### config.mk
export PLATFORM = sky130hd
export DESIGN_NAME = inst_fetch
export DESIGN_NICKNAME = d
export VERILOG_FILES = /design/src/rtl/inst_fetch_pkg.sv /design/src/rtl/inst_fetch_queue.sv /design/src/rtl/inst_fetch.sv
export SDC_FILE = /design/constraint.sdc
export NUM_CORES = 1
export LEC_CHECK = 0
export BUFFER_PORTS_ARGS = -buffer_cell sky130_fd_sc_hd__clkbuf_2
export CORE_UTILIZATION = 30
export CTS_CLUSTER_SIZE = 28
export DETAILED_ROUTE_END_ITERATION = 8
export MAX_ROUTING_LAYER = met4
export PLACE_DENSITY = 0.5
export SLEW_MARGIN = 20
export SYNTH_ARGS = -nofsm -noshare
export SYNTH_HDL_FRONTEND = slang
export SYNTH_HIERARCHICAL = 1
export SYNTH_SLANG_ARGS = --single-unit
### constraint.sdc
create_clock -name clk -period 9.05 [get_ports clk]
set_clock_uncertainty 0.15 [all_clocks]
set_input_delay 1.81 -clock clk [delete_from_list [all_inputs] [get_ports clk]]
set_output_delay 1.81 -clock clk [all_outputs]
set_load 0.05 [all_outputs]
### src/rtl/inst_fetch_pkg.sv
// Shared fetch definitions: widths, FSM states, JAL opcode and halt word.
// Optional JAL next-pc prediction is enabled by defining FETCH_JAL_PREDICT_EN.
`ifndef Inst_Width
`define Inst_Width 32
`endif
`ifndef Inst_Addr_Width
`define Inst_Addr_Width 32
`endif

package inst_fetch_pkg;

   typedef enum logic [1:0] {
      ST_BOOT = 2'd0,
      ST_RUN  = 2'd1,
      ST_HALT = 2'd2
   } fetch_state_e;

   localparam logic [6:0]             JAL_OPCODE = 7'b1101111;
   localparam logic [`Inst_Width-1:0] HALT_INST  = '0;

`ifdef FETCH_JAL_PREDICT_EN
   // J-type immediate, sign-extended to the address width
   function automatic logic [`Inst_Addr_Width-1:0] jal_offset(input logic [`Inst_Width-1:0] i_inst);
      logic [20:0] w_imm;
      w_imm = {i_inst[31], i_inst[19:12], i_inst[20], i_inst[30:21], 1'b0};
      return {{(`Inst_Addr_Width-21){w_imm[20]}}, w_imm};
   endfunction
`endif

endpackage

### src/rtl/inst_fetch_queue.sv
// Fetch queue: power-of-2 depth circular buffer with push/pop/flush.
// Head data reads as zero while empty. FETCH_JAL_PREDICT_EN has no effect here.
module fetch_queue #(
   parameter int unsigned DEPTH = 4,
   parameter int unsigned WIDTH = 64
) (
   input  logic             clk,
   input  logic             rst,
   input  logic             i_push,
   input  logic             i_pop,
   input  logic             i_flush,
   input  logic [WIDTH-1:0] i_wdata,
   output logic [WIDTH-1:0] o_rdata,
   output logic             o_full,
   output logic             o_empty
);
   localparam int unsigned PW = $clog2(DEPTH);
   localparam int unsigned CW = PW + 1;

   logic [WIDTH-1:0] r_mem [DEPTH];
   logic [PW-1:0]    r_head;
   logic [PW-1:0]    r_tail;
   logic [CW-1:0]    r_count;
   logic             w_push;
   logic             w_pop;

   assign o_full  = (r_count == CW'(DEPTH));
   assign o_empty = (r_count == '0);
   assign w_push  = i_push & ~o_full;
   assign w_pop   = i_pop & ~o_empty;
   assign o_rdata = o_empty ? '0 : r_mem[r_head];

   always_ff @(posedge clk) begin
      if (rst || i_flush) begin
         r_head  <= '0;
         r_tail  <= '0;
         r_count <= '0;
      end else begin
         if (w_push) r_tail <= r_tail + PW'(1);
         if (w_pop)  r_head <= r_head + PW'(1);
         case ({w_push, w_pop})
            2'b10:   r_count <= r_count + CW'(1);
            2'b01:   r_count <= r_count - CW'(1);
            default: r_count <= r_count;
         endcase
      end
   end

   always_ff @(posedge clk) begin
      if (w_push) r_mem[r_tail] <= i_wdata;
   end

endmodule

### src/rtl/inst_fetch.sv
// Instruction fetch: pc register, BOOT/RUN/HALT FSM and a fetch queue to decode.
// Defining FETCH_JAL_PREDICT_EN redirects the next pc to JAL targets.
module inst_fetch
   import inst_fetch_pkg::*;
#(
   parameter int unsigned                 QUEUE_DEPTH = 4,
   parameter logic [`Inst_Addr_Width-1:0] RESET_PC    = '0
) (
   input  logic                        clk,
   input  logic                        rst,
   output logic                        icache_ce,
   output logic [`Inst_Addr_Width-1:0] icache_addr,
   input  logic [`Inst_Width-1:0]      icache_inst,
   input  logic                        icache_enable,
   input  logic                        redirect_valid,
   input  logic [`Inst_Addr_Width-1:0] redirect_pc,
   output logic                        dec_valid,
   output logic [`Inst_Width-1:0]      dec_inst,
   output logic [`Inst_Addr_Width-1:0] dec_pc,
   input  logic                        dec_ready
);
   localparam int unsigned ENTRY_W = `Inst_Addr_Width + `Inst_Width;

   fetch_state_e                r_state;
   fetch_state_e                w_state_next;
   logic [`Inst_Addr_Width-1:0] r_pc;
   logic [`Inst_Addr_Width-1:0] w_pc_next;
   logic [`Inst_Addr_Width-1:0] w_pc_seq;
   logic [`Inst_Addr_Width-1:0] w_redirect_pc;
   logic                        w_ce;
   logic                        w_fire;
   logic                        w_halt;
   logic                        w_push;
   logic                        w_pop;
   logic                        w_full;
   logic                        w_empty;
   logic [ENTRY_W-1:0]          w_head;

   assign w_ce          = (r_state == ST_RUN) && !w_full && !redirect_valid;
   assign w_fire        = w_ce & icache_enable;
   assign w_halt        = w_fire && (icache_inst == HALT_INST);
   assign w_push        = w_fire & ~w_halt;
   assign w_pop         = dec_valid & dec_ready;
   assign w_redirect_pc = redirect_pc & ~`Inst_Addr_Width'(3);

   assign icache_ce   = w_ce;
   assign icache_addr = r_pc;
   assign dec_valid   = ~w_empty;
   assign dec_pc      = w_head[ENTRY_W-1:`Inst_Width];
   assign dec_inst    = w_head[`Inst_Width-1:0];

`ifdef FETCH_JAL_PREDICT_EN
   assign w_pc_seq = (icache_inst[6:0] == JAL_OPCODE) ? (r_pc + jal_offset(icache_inst))
                                                      : (r_pc + `Inst_Addr_Width'(4));
`else
   assign w_pc_seq = r_pc + `Inst_Addr_Width'(4);
`endif

   always_comb begin
      w_state_next = r_state;
      w_pc_next    = r_pc;
      case (r_state)
         ST_BOOT: w_state_next = ST_RUN;
         ST_RUN:  if (w_halt) w_state_next = ST_HALT;
         ST_HALT: w_state_next = ST_HALT;
         default: w_state_next = ST_BOOT;
      endcase
      if (w_push) w_pc_next = w_pc_seq;
      if (redirect_valid) begin
         w_state_next = ST_RUN;
         w_pc_next    = w_redirect_pc;
      end
   end

   always_ff @(posedge clk) begin
      if (rst) begin
         r_state <= ST_BOOT;
         r_pc    <= RESET_PC & ~`Inst_Addr_Width'(3);
      end else begin
         r_state <= w_state_next;
         r_pc    <= w_pc_next;
      end
   end

   fetch_queue #(
      .DEPTH (QUEUE_DEPTH),
      .WIDTH (ENTRY_W)
   ) u_queue (
      .clk     (clk),
      .rst     (rst),
      .i_push  (w_push),
      .i_pop   (w_pop),
      .i_flush (redirect_valid),
      .i_wdata ({r_pc, icache_inst}),
      .o_rdata (w_head),
      .o_full  (w_full),
      .o_empty (w_empty)
   );

endmodule

==> reports/results.tsv <==
metric	value	unit
drv_slew	0	
yosys.area_share.simple	10.5	%
synth_ff_type	edfxtp_1	
yosys.cell_types.count	69	
yosys_warnings	6	
vias_per_cell	5.00	
route.vias.total	7372	
path_buf_inv	4	
synth_edf_count	256	
path_class	input pin to flip-flop	
finish.instance_area	0.0149	mm^2
die_h	205	um
cp-startpoint	redirect_valid	
required	9.07	ns
clkSinkCount	297	
wl_per_cell	20.9	um
worst_path_largest_cell_delay	0.96	ns
cts_resized	0	
total_power	0.00308	W
grt-ovfl-total	0	
io_buffers	162	
r2r_slack	4.76	ns
leakage	4.97	nW
async_flop_share	0	%
core_area	0.0408	mm^2
grt_max_degree	44	
die_w	205	um
wl	30.7	mm
status	finished, violations left	
synthMuxAreaShare	11.7	%
synthesis.area	0.0124	mm^2
ir_worst_vdd	0.117	mV
cts.path.max_buffers	3	
arrival	5.08	ns
tns	0	ns
drt_pass1_iterations	6	
antenna_found_initial	0	
cts-root-buf	clkbuf_16	
seq_area_frac_synth	68.5	%
cts_made_buffers	36	
drtIter0Drc	462	
path_max_fanout	43	
setup_violations	0	
holdBufCountCts	0	
drcViolationCount	1	
cts_setup_buffers	0	
synth_fa_ha_area_share	0.967	%
nets	993	
place_congestion	0.767	
max_freq	0.197	GHz
ff2ff_path_depth	7	
start_kind	input pin	
crit_slowest_cell	nor4bb_4	
power_density	206	mW/mm^2
synth_xor_area_share	0.141	%
clock_latency	0.53	ns
r2r-end	u_queue/r_mem[3][27]	
rows	74	
synthCells	742	
crit-reg2reg-launch	u_queue/r_count[0]	
syn_to_final_growth	20.1	%
synth_top_family_by_area	multiplexers	
cpLargestDelayFamily	simple AND/OR/NAND/NOR gates	
synth_seq_cells	297	
drive_gt1_share	33.5	%
whs	0.315	ns
rsz0062_at_grt	false	
grt_pass1_wl	46.1	mm
cap_violations	0	
grt_pass1_vias	7408	
worst_slew_pin_slew	1.03	ns
crit_top_cell	buf_4	
ios	167	
dp_hpwl	18.8	mm
worstHoldStart	r_state[1]	
post-route-util	36.5	%
holdPathStages	2	
postPlaceCellArea	0.0138	mm^2
period_needed	5.06	ns
cp_cell_sequence	clkbuf_2 -> buf_4 -> nor4bb_4 -> nand2_1 -> inv_1 -> and3_4 -> buf_4	
period_share	56.0	%
hold_violations	0	
hold_class	flip-flop to flip-flop	
die_area	0.0422	mm^2
syn_avg_cell_area	16.7	um^2
synth_compound_area_share	5.24	%
clk_pin_slew	0.06	ns
hold_end	r_state[1]	
antenna_cells	0	
end_kind	flip-flop	
maxSlewHeadroom	31.1	%
grt_util_all_layers	15.3	%
htreeDepth	2	
cts_tree	yes	
drtAntennaViolNets	0	
start_util	30.4	%
violations	design-rule violations	
==> through the flow <==
step                setup WS [ns]  std cells
finish                       3.99       1473
detailed placement           3.40       1409
global placement             3.41       1409
floorplan                    4.24        751
CTS                          3.80       1473
global route                 3.71       1473
==> final cells by class <==
type,instances,area (um^2)
Tap cell,532,666
Inverter,20,75.1
Multi-Input combinational cell,386,3630
Timing Repair Buffer,174,901
Clock inverter,20,155
Clock buffer,44,972
Sequential cell,297,8520
Fill cell,3884,25900
==> worst max-delay path by stage <==
stage	end	slack, ns	cells after the start
6_report	u_queue/r_mem[3][27]	3.99	7
5_1_grt	dec_pc[10]	3.71	4
4_1_cts	dec_pc[10]	3.80	4
3_5_place_dp	u_queue/r_mem[3][25]	3.40	7
3_3_place_gp	u_queue/r_mem[2][24]	3.41	7
2_1_floorplan	icache_ce	4.24	4
==> synth_stat cells (14+ instances only) <==
library cell  number  area, um^2
inv_1             20        75.1
nand3_1           16        80.1
dfxtp_1           41         821
a311oi_1          14         123
nor3_1            16        80.1
nor2_1            18        67.6
mux4_2            64        1440
nand2_1           16        60.1
o21ai_0           25         125
clkbuf_1          20        75.1
edfxtp_1         256        7690
nor2b_1           69         432
and3_1            14        87.6
==> kinds of logic (layout without fill, tap and decap cells) <==
group | after synthesis | count (layout)
flip-flops | 297 | 297
other | 1 | 10
XOR/XNOR | 2 | 2
adder cells (fa/ha/maj) | 9 | 9
buffers and inverters | 68 | 258
AND/OR/NAND/NOR | 214 | 214
multiplexers | 65 | 65
AO/OA/AOI/OAI | 86 | 86
==> cell usage in the layout, fill, tap and decap left out, types with 4 or more instances in the layout <==
master,instances
a211oi_1,4
a21oi_1,6
a311oi_1,14
and2_1,4
and3_1,10
and3_4,4
and4_1,6
buf_4,12
clkbuf_1,5
clkbuf_16,37
clkbuf_2,162
clkinv_1,5
clkinv_2,9
conb_1,10
dfxtp_1,39
edfxtp_1,256
ha_1,8
inv_1,20
mux4_2,64
nand2_1,16
nand3_1,16
nand4_1,13
nor2_1,18
nor2b_1,69
nor3_1,16
nor4_1,12
o2111ai_1,4
o21ai_0,25
or3_1,4
==> registers in the layout, indices dropped and copies added, names as in the netlist, named ones only <==
name / flops
icache_addr: 30
r_state: 2
u_queue/r_count: 3
u_queue/r_head: 2
u_queue/r_mem: 256
u_queue/r_tail: 2
==> worst register-to-register path, cell delays in order (launching register included) <==
cell	delay, ns
dfxtp_1	0.43
or3b_1	0.34
inv_1	0.16
nor4bb_4	0.91
nand2_1	0.30
inv_1	0.36
and3_4	0.62
buf_4	0.63
==> report_power, final <==
group	leakage, nW	internal (W)	total (W)	switching (W)
sequential	2.67	0.00151	0.00154	0.0000293
combinational	1.74	0.0000505	0.000165	0.000115
clock	0.553	0.000821	0.00137	0.000553
==> layer usage <==
metal | routed length [um] | track usage, % | up-vias
met5 | 0 | - | -
met2 | 14800 | 24.1 | 245
met1 | 13700 | 19.8 | 3746
li1 | - | - | 3332
met3 | 1640 | 2.87 | 49
met4 | 584 | 4.97 | 0
No activity file was read; power rests on OpenSTA's default activity.
